===== config.mk =====
export PLATFORM = sky130hd
export DESIGN_NAME = mult_operand_shifter_flat
export DESIGN_NICKNAME = d
export VERILOG_FILES = /design/src/rtl/mult_operand_shifter_pkg.sv /design/src/rtl/mult_operand_shifter_if.sv /design/src/rtl/mult_operand_shifter_shift_reg.sv /design/src/rtl/mult_operand_shifter.sv /design/src/flat_wrapper.sv
export SDC_FILE = /design/constraint.sdc
export NUM_CORES = 1
export LEC_CHECK = 0
export BUFFER_PORTS_ARGS = -buffer_cell sky130_fd_sc_hd__buf_2
export CORE_MARGIN = 5
export CORE_UTILIZATION = 49
export DETAILED_ROUTE_END_ITERATION = 10
export HOLD_SLACK_MARGIN = 0.06
export MAX_ROUTING_LAYER = met4
export PLACE_DENSITY_LB_ADDON = 0.1
export RECOVER_POWER = 100
export SLEW_MARGIN = 20
export SYNTH_ARGS = -nofsm -noshare
export SYNTH_HDL_FRONTEND = slang
export SYNTH_SLANG_ARGS = --single-unit

===== constraint.sdc =====
create_clock -name clk -period 1.4 [get_ports clk]
set_input_delay 0.07 -clock clk [delete_from_list [all_inputs] [get_ports clk]]
set_output_delay 0.07 -clock clk [all_outputs]
set_load 0.03 [all_outputs]

===== src/rtl/mult_operand_shifter_pkg.sv =====
// Shared widths and operand types for the shift-and-add multiplier datapath.
package mult_pkg;

    localparam int MULT_WIDTH      = 8;
    localparam int MULT_PROD_WIDTH = 2 * MULT_WIDTH - 1;

    typedef logic [MULT_WIDTH-1:0]      operand_t;
    typedef logic [MULT_PROD_WIDTH-1:0] addend_t;

    typedef enum logic {
        SHIFT_LEFT  = 1'b0,
        SHIFT_RIGHT = 1'b1
    } shift_dir_t;

endpackage


===== src/rtl/mult_operand_shifter_if.sv =====
// Operand/handshake bundle between the multiplier controller (master) and the operand shifter (slave).
// The done signal exists only when MULT_SHIFT_DONE_EN is defined.
interface mult_operand_shifter_if
    import mult_pkg::*;
#(
    parameter int WIDTH = MULT_WIDTH
);
    logic [WIDTH-1:0]   multiplicand;
    logic [WIDTH-1:0]   multiplier;
    logic               load;
    logic               shift_en;
    logic [2*WIDTH-2:0] shifted_multiplicand;
    logic [WIDTH-1:0]   shifted_multiplier;
    logic               lsb_multiplier;
    logic               zflag;
`ifdef MULT_SHIFT_DONE_EN
    logic               done;
`endif

    modport master (
        output multiplicand, multiplier, load, shift_en,
        input  shifted_multiplicand, shifted_multiplier, lsb_multiplier, zflag
`ifdef MULT_SHIFT_DONE_EN
        , input done
`endif
    );

    modport slave (
        input  multiplicand, multiplier, load, shift_en,
        output shifted_multiplicand, shifted_multiplier, lsb_multiplier, zflag
`ifdef MULT_SHIFT_DONE_EN
        , output done
`endif
    );

endinterface


===== src/rtl/mult_operand_shifter_shift_reg.sv =====
// Loadable one-bit-per-cycle shift register; the operand is zero-extended on load and zero-filled on shift.
module shift_reg_1b
    import mult_pkg::*;
#(
    parameter int         REG_W = 15,
    parameter int         IN_W  = 8,
    parameter shift_dir_t DIR   = SHIFT_LEFT
) (
    input  logic             clk,
    input  logic             rst,
    input  logic             load,
    input  logic             shift_en,
    input  logic [IN_W-1:0]  din,
    output logic [REG_W-1:0] q
);

    always_ff @(posedge clk) begin
        if (rst) begin
            q <= '0;
        end else if (load) begin
            q <= REG_W'(din);
        end else if (shift_en) begin
            if (DIR == SHIFT_LEFT) begin
                q <= {q[REG_W-2:0], 1'b0};
            end else begin
                q <= {1'b0, q[REG_W-1:1]};
            end
        end
    end

endmodule


===== src/rtl/mult_operand_shifter.sv =====
// Operand shifter for the sequential unsigned multiplier: left channel holds the aligned addend,
// right channel exposes the next multiplier bit. Optional done flag under MULT_SHIFT_DONE_EN.
module mult_operand_shifter
    import mult_pkg::*;
#(
    parameter int WIDTH = MULT_WIDTH
) (
    input logic                    clk,
    input logic                    rst,
    mult_operand_shifter_if.slave  bus
);

    localparam int PROD_W = 2 * WIDTH - 1;

    logic [PROD_W-1:0] left_q;
    logic [WIDTH-1:0]  right_q;

    shift_reg_1b #(
        .REG_W (PROD_W),
        .IN_W  (WIDTH),
        .DIR   (SHIFT_LEFT)
    ) u_left (
        .clk      (clk),
        .rst      (rst),
        .load     (bus.load),
        .shift_en (bus.shift_en),
        .din      (bus.multiplicand),
        .q        (left_q)
    );

    shift_reg_1b #(
        .REG_W (WIDTH),
        .IN_W  (WIDTH),
        .DIR   (SHIFT_RIGHT)
    ) u_right (
        .clk      (clk),
        .rst      (rst),
        .load     (bus.load),
        .shift_en (bus.shift_en),
        .din      (bus.multiplier),
        .q        (right_q)
    );

    logic zflag_int;

    assign zflag_int                = (right_q == '0);
    assign bus.shifted_multiplicand = left_q;
    assign bus.shifted_multiplier   = right_q;
    assign bus.lsb_multiplier       = right_q[0];
    assign bus.zflag                = zflag_int;

`ifdef MULT_SHIFT_DONE_EN
    localparam int CNT_W = $clog2(WIDTH + 1);

    logic [CNT_W-1:0] shift_cnt;

    // Saturates at WIDTH so done stays asserted while the controller keeps shifting.
    always_ff @(posedge clk) begin
        if (rst || bus.load) begin
            shift_cnt <= '0;
        end else if (bus.shift_en && (shift_cnt != CNT_W'(WIDTH))) begin
            shift_cnt <= shift_cnt + 1'b1;
        end
    end

    assign bus.done = (shift_cnt == CNT_W'(WIDTH)) || zflag_int;
`endif

endmodule


===== src/flat_wrapper.sv =====
// flat-port wrapper written by rule: the top's interface ports become plain ports
module mult_operand_shifter_flat import mult_pkg::*;
#(
    parameter int WIDTH = MULT_WIDTH
)
  (clk, rst, bus_multiplicand, bus_multiplier, bus_load, bus_shift_en, bus_shifted_multiplicand, bus_shifted_multiplier, bus_lsb_multiplier, bus_zflag);
  mult_operand_shifter_if #(.WIDTH(WIDTH)) bus_i ();
  input logic clk;
  input logic rst;
  input wire logic [$bits(bus_i.multiplicand)-1:0] bus_multiplicand;
  input wire logic [$bits(bus_i.multiplier)-1:0] bus_multiplier;
  input wire logic [$bits(bus_i.load)-1:0] bus_load;
  input wire logic [$bits(bus_i.shift_en)-1:0] bus_shift_en;
  output wire logic [$bits(bus_i.shifted_multiplicand)-1:0] bus_shifted_multiplicand;
  output wire logic [$bits(bus_i.shifted_multiplier)-1:0] bus_shifted_multiplier;
  output wire logic [$bits(bus_i.lsb_multiplier)-1:0] bus_lsb_multiplier;
  output wire logic [$bits(bus_i.zflag)-1:0] bus_zflag;
  assign bus_i.multiplicand = bus_multiplicand;
  assign bus_i.multiplier = bus_multiplier;
  assign bus_i.load = bus_load;
  assign bus_i.shift_en = bus_shift_en;
  assign bus_shifted_multiplicand = bus_i.shifted_multiplicand;
  assign bus_shifted_multiplier = bus_i.shifted_multiplier;
  assign bus_lsb_multiplier = bus_i.lsb_multiplier;
  assign bus_zflag = bus_i.zflag;
  mult_operand_shifter #(.WIDTH(WIDTH)) u_core (.clk(clk), .rst(rst), .bus(bus_i));
endmodule

; Yosys cells after proc, flatten, opt, wreduce, memory -nomap -nowiden
; Cells that the tools add are included.
[totals]
register_bits = 23
output_inout_bits = 25
wordCells = 10
[classes]
muxes = 4
n_reduce_logical = 3
[op_table]
columns = op, n
row1 = $mux W8, 4
row2 = $logic_not A8 Y1, 1
row3 = $reduce_bool A2 Y1, 1
row4 = $reduce_or A2 Y1, 1

; Longest topological paths before layout
; Gate-level depths: netlist (run 1).
[depth]
ltp_word = 2
depth_mapped = 4
ltp_nobuf = 2

; Cells and area by module
; From an unflattened synthesis (run 1), not the netlist that was laid out.
[unflattened]
cells_unflattened = 99
hier_area_um2 = 1031.0
[modules_own_cells]
columns = module, instances, cells_each, area_per_inst_um2, seq_area_each_um2
row1 = shift_reg_1b (u_core.u_left), 1, 60, 635.6, 300.3
row2 = shift_reg_1b (u_core.u_right), 1, 35, 369.1, 160.2
row3 = mult_operand_shifter, 1, 4, 26.3, 0.0

; Least setup slack after synthesis (run 1)
; OpenSTA, ideal clock, no wires.
[synth_path]
path_kind = register to output
from = register u_core.u_right.q[3]
to = output bus_zflag
t_arrival_ns = 1.376
required_ns = 1.330
path_slack_ns = -0.046
path_stages_with_launch = 3
cell_sequence = dfxtp_1 > or4_1 > nor2_1
[synth_between]
elab_chain_cells = 1
[synth_rtl]
columns = element, line
row1 = "start, declared", mult_operand_shifter_shift_reg.sv:14  ; output logic [REG_W-1:0] q
row2 = "start signal, assigned", mult_operand_shifter_shift_reg.sv:21  ; q <= REG_W'(din);
row3 = "start signal, assigned", mult_operand_shifter_shift_reg.sv:24  ; q <= {q[REG_W-2:0], 1'b0};
row4 = "start signal, assigned", mult_operand_shifter_shift_reg.sv:26  ; q <= {1'b0, q[REG_W-1:1]};
row5 = $logic_not A8 Y1, mult_operand_shifter.sv:46  ; assign zflag_int = (right_q == '0);
row6 = "end, declared", flat_wrapper.sv:17  ; output wire logic [$bits(bus_i.zflag)-1:0] bus_zflag;
; No other way between the ends.

; Worst setup path in the final report (run 1)
[layout_path]
from = register u_core.u_right.q[4]
to = output bus_zflag
; The elaborated chain is that of the path after synthesis.

==> results of run 1 <==
==> where the power goes <==
group	internal (mW)	switching (mW)
Clock	0.111	0.175
Sequential	0.689	0.0244
Combinational	0.137	0.174
==> repair_timing <==
action	in CTS	in global routing
gates resized for setup	8	1
setup endpoints to repair	1	1
pin swaps	2	2
hold buffers	11	0
setup buffers	3	1
endpoints found under the hold margin	11	0
==> worst paths after layout <==
path	cells after the start	endpoint	startpoint	slack, ns
setup / recovery	3	bus_zflag	u_core.u_right.q[4]	-0.11
hold / removal	3	u_core.u_right.q[1]	bus_multiplier[1]	0.06
setup reg to reg	3	u_core.u_right.q[7]	u_core.u_right.q[7]	0.39
hold reg to reg	2	u_core.u_left.q[14]	u_core.u_left.q[14]	0.51
==> stage by stage <==
stage	std cells	instance area (um2)
floorplan	100	1040
global placement	161	1210
detailed placement	161	1210
CTS	179	1390
global route	180	1400
finish	180	1400
==> worst max-delay path: cells and delay by family, from the launching register on <==
| kind | cells | cell delay, ns |
|---|---|---|
| and+or+nand+nor | 2 | 0.67 |
| DFF | 1 | 0.34 |
| buffers and inverters | 1 | 0.13 |
==> routing by layer <==
layer	global-route usage	wire, um
met5	-	0
met4	0.0305	6
met3	0.0441	175
met2	0.250	1140
met1	0.170	1010
==> cell families (layout without fill, tap and decap cells) <==
group,count (synthesis),after routing,share of synthesized area
compound gates,16,16,0.110
flops,23,23,0.442
mux,21,21,0.202
buf+inv,11,64,0.0888
simple gates,29,29,0.157
==> sequential cells by signal (all words and copies together), names as in the netlist <==
| name | cells |
|---|---|
| u_core.u_left.q | 15 |
| u_core.u_right.q | 8 |
==> synthesized netlist by cell type <==
master / n / area (um2)
buf_6: 1 / 11.3
clkbuf_1: 2 / 7.51
nand2_1: 2 / 7.51
or2_0: 1 / 6.26
or3b_1: 2 / 17.5
nor2b_1: 14 / 87.6
nor2_1: 8 / 30.0
buf_2: 3 / 15.0
mux2i_1: 21 / 210
buf_4: 2 / 15.0
dfxtp_1: 23 / 460
a21oi_1: 2 / 10.0
or4_1: 2 / 15.0
buf_12: 2 / 40.0
inv_1: 1 / 3.75
a211oi_1: 14 / 105
==> area by class of cell <==
class,count,share of cell area
flip-flops and latches,23,0.332
multi-input cells,66,0.360
inverters,1,0.00268
repair buffers,59,0.262
well taps,27,0.0242
clock buffers,4,0.0188
==> results.json, run 1 <==
{
  "required_ns": 1.33,
  "grt_use_total": 0.147,
  "yosysWarnings": 0,
  "die_w_um": 56.1,
  "clockRootBuffer": "clkbuf_4",
  "start_util": 0.521,
  "irDropWorstVdd_v": 0.000628,
  "fin_nets": 174,
  "cpMaxStageDelayCell": "or4_4",
  "gp_congestion": 0.729,
  "cp_cell_sequence": "or4_4 -> nor2_4 -> buf_6",
  "period_share": 1.08,
  "wirelength_um": 2330,
  "port_buffers": 44,
  "finalSetupTns_ns": -0.108,
  "yosysSeqAreaShare": 0.442,
  "crit_type": "reg -> out",
  "rsz0062_at_grt": "true",
  "die_height_um": 56.1,
  "power_mw": 1.31,
  "grt_max_degree": 24,
  "rows": 16,
  "cts_tree": "done",
  "relSlewSlack": 0.531,
  "dpl_worst_slack_ns": 0.172,
  "hp-class": "in -> reg",
  "power.leakage_nw": 0.670,
  "clockBufferDepth": 2,
  "area_growth_pct": 34.2,
  "whs_ns": 0.0646,
  "grt_pass1_wl_um": 3730,
  "io_pins": 45,
  "drtIter0Drc": 15,
  "post-route-util": 0.699,
  "netlist_instances": 100,
  "antenna_found_initial": 0,
  "final_cell_mix": "42 x buf_2, 21 x mux2i_1, 20 x dfxtp_1, 14 x nor2b_1, 14 x a211oi_1",
  "finalHoldViolations": 0,
  "regArea_um2": 464,
  "cts_max_level": 1,
  "core_area_mm2": 0.00200,
  "gr-total-overflow": 0,
  "maxSlewViolCount": 0,
  "start_kind": "flip-flop",
  "ys_ff_latch": 23,
  "nFillCells": 162,
  "mostFrequentLayoutCell": "buf_2",
  "crit_path_max_incr_delay_ns": 0.55,
  "fin_ws_ns": -0.108,
  "syn_nets": 120,
  "syn_area_mm2": 0.00104,
  "cts_buffers": 3,
  "clkSinkCount": 23,
  "critPathArrivalTime_ns": 1.44,
  "fmax_mhz": 663,
  "crit_path_end_kind": "output pin",
  "min_period_ns": 1.51,
  "diodes": 0,
  "via_count": 892,
  "wl_per_cell_um": 13.0,
  "worstMarginPinSlew_ns": 0.703,
  "violations": "negative setup slack",
  "clock_latency_ns": 0.29,
  "power_density_mw_per_mm2": 937,
  "multi_input_area_um2": 504,
  "cap_viol_max_count": 0,
  "post-route-drc-count": 0,
  "skew_ns": 0.00142,
  "ys_types": 16,
  "setup_violations": 1,
  "path_clk_slew_ns": 0.11,
  "antenna_left": 0,
  "avgSynthCellArea_um2": 10.4,
  "die_area_mm2": 0.00315,
  "viasPerCell": 4.96,
  "grt_pass1_vias": 877,
  "dr.pass1.iters": 4,
  "drive_gt1_frac": 0.373,
  "status": "finished, violations left",
  "dp_hpwl_um": 1570,
  "crit_fanout": 2
}
Power figures use the tool's default switching activity.
==> inputs of run 2 (changes only) <==
--- a/config.mk
+++ b/config.mk
@@ -7,12 +7,11 @@
 export LEC_CHECK = 0
 export BUFFER_PORTS_ARGS = -buffer_cell sky130_fd_sc_hd__buf_2
 export CORE_MARGIN = 5
-export CORE_UTILIZATION = 49
+export CORE_UTILIZATION = 46
 export DETAILED_ROUTE_END_ITERATION = 10
 export HOLD_SLACK_MARGIN = 0.06
 export MAX_ROUTING_LAYER = met4
 export PLACE_DENSITY_LB_ADDON = 0.1
-export RECOVER_POWER = 100
 export SLEW_MARGIN = 20
 export SYNTH_ARGS = -nofsm -noshare
 export SYNTH_HDL_FRONTEND = slang
==> constraint.sdc (replaced) <==
create_clock -name clk -period 1.6 [get_ports clk]
set_input_delay 0.08 -clock clk [delete_from_list [all_inputs] [get_ports clk]]
set_output_delay 0.08 -clock clk [all_outputs]
set_load 0.03 [all_outputs]
==> results.json, run 2 (synthesis gave the netlist of run 1 again) <==
{
  "drtIter0Drc": 8,
  "gp_congestion": 0.671,
  "grt_max_degree": 24,
  "cts_max_level": 1,
  "clkSinkCount": 23,
  "post-route-drc-count": 0,
  "power_density_mw_per_mm2": 845,
  "maxSlewViolCount": 0,
  "grt_use_total": 0.151,
  "largest_reg_flops": 15,
  "clockRootBuffer": "clkbuf_4",
  "start_kind": "flip-flop",
  "via_count": 874,
  "dp_hpwl_um": 1590,
  "area_growth_pct": 29.2,
  "finalHoldViolations": 0,
  "clockBufferDepth": 2,
  "die_w_um": 57.6,
  "swShare": 0.294,
  "cap_viol_max_count": 0,
  "wl_per_cell_um": 13.3,
  "regToRegSetupSlack_ns": 0.65,
  "holdPathEnd": "u_core.u_right.q[6]",
  "wirelength_um": 2350,
  "finalSetupTns_ns": 0,
  "port_buffers": 44,
  "hold_depth": 3,
  "pwr-share-comb": 0.218,
  "grt_pass1_wl_um": 3870,
  "rows": 17,
  "cts_buffers": 3,
  "hold_start": "bus_multiplier[6]",
  "die_height_um": 57.6,
  "switchingPower_mw": 0.335,
  "worstMarginPinSlew_ns": 0.621,
  "nFillCells": 197,
  "worstRegToRegCells": 2,
  "pwr-share-clk": 0.232,
  "mostFrequentLayoutCell": "buf_2",
  "crit_type": "reg -> out",
  "fmax_mhz": 646,
  "path_clk_slew_ns": 0.12,
  "relSlewSlack": 0.586,
  "crit_path_end_kind": "output pin",
  "reg_top3": "u_core.u_left.q x15, u_core.u_right.q x8",
  "antenna_left": 0,
  "power_frac_seq": 0.550,
  "fin_nets": 170,
  "start_util": 0.476,
  "clock_latency_ns": 0.30,
  "internal-power_mw": 0.803,
  "crit_fanout": 3,
  "skew_ns": 0.00125,
  "rsz0062_at_grt": "false",
  "io_pins": 45,
  "regMostFlops": "u_core.u_left.q",
  "min_period_ns": 1.55,
  "grt_pass1_vias": 850,
  "drive_gt1_frac": 0.329,
  "die_area_mm2": 0.00332,
  "required_ns": 1.52,
  "timing.rr.end": "u_core.u_right.q[7]",
  "regArea_um2": 462,
  "setup_violations": 0,
  "period_share": 0.968,
  "power.leakage_nw": 0.646,
  "multi_input_area_um2": 489,
  "viasPerCell": 4.94,
  "hp-class": "in -> reg",
  "diodes": 0,
  "r2r_start": "u_core.u_right.q[7]",
  "gr-total-overflow": 0,
  "critPathArrivalTime_ns": 1.47,
  "post-route-util": 0.615,
  "final_cell_mix": "43 x buf_2, 22 x dfxtp_1, 21 x mux2i_1, 14 x nor2b_1, 14 x a211oi_1",
  "dr.pass1.iters": 3,
  "irDropWorstVdd_v": 0.000497,
  "status": "complete, no violations",
  "cts_tree": "done",
  "antenna_found_initial": 0,
  "core_area_mm2": 0.00219
}
## run 2: cell types whose count changed in the layout (fill, tap and decap cells not counted), moves of 2 or more
cell and delta:
buf_4 -2, dfxtp_1 +2, or4_1 +2, or4_4 -2, dfxtp_2 -2
## run 2: cell type report
| cell class | count | area share |
|---|---|---|
| clock buffers | 4 | 0.0195 |
| inverters | 1 | 0.00279 |
| multi-input cells | 66 | 0.363 |
| flip-flops and latches | 23 | 0.343 |
| well taps | 28 | 0.0260 |
| repair buffers | 55 | 0.245 |
## run 2: what timing repair did
| action | in CTS | in global routing |
|---|---|---|
| endpoints found under the hold margin | 7 | 3 |
| hold buffers | 7 | 3 |
| setup buffers | 0 | 1 |
| resized for setup | 0 | 3 |
| endpoints found under the setup margin | 0 | 1 |
## run 2: critical path: stages, from the launching register on
cell     delay (ns)
dfxtp_2        0.35
or4_1          0.52
nor2_1         0.13
buf_4          0.17
## run 2: per-layer routing
| layer | GRT usage | vias up | wire length, um |
|---|---|---|---|
| li1 | - | 448 | - |
| met1 | 0.172 | 399 | 1010 |
| met5 | - | - | 0 |
| met2 | 0.265 | 23 | 1190 |
| met3 | 0.0317 | 4 | 122 |
| met4 | 0.0397 | 0 | 31 |
## run 2: how the worst max path moves through the flow
stage	to	slack, ns	start	cells after the start
2_1_floorplan	bus_zflag	0.14	u_core.u_right.q[3]	2
3_3_place_gp	bus_zflag	0.40	u_core.u_right.q[7]	3
3_5_place_dp	bus_zflag	0.36	u_core.u_right.q[3]	3
4_1_cts	bus_zflag	0.007	u_core.u_right.q[3]	3
5_1_grt	bus_zflag	0.004	u_core.u_right.q[3]	3
6_report	bus_zflag	0.05	u_core.u_right.q[3]	3
## run 2: metrics by stage
step | std cells | cell area [um2] | power, mW | hold WS [ns] | setup slack [ns]
5_1_grt | 177 | 1350 | 1.20 | 0.0639 | 0.00364
3_5_place_dp | 162 | 1210 | 0.864 | 0.335 | 0.358
3_3_place_gp | 162 | 1210 | 0.860 | 0.338 | 0.400
6_report | 177 | 1350 | 1.14 | 0.0661 | 0.0510
2_1_floorplan | 100 | 1040 | 0.809 | 0.225 | 0.144
4_1_cts | 173 | 1310 | 1.14 | 0.0617 | 0.00694
## run 2: power groups by stage
stage	logic, mW	clock network, mW	registers, mW
final	0.249	0.264	0.626
after global routing	0.267	0.300	0.632
after CTS	0.240	0.271	0.625
after detailed placement	0.226	0	0.638
after global placement	0.225	0	0.636
after floorplan	0.118	0	0.692
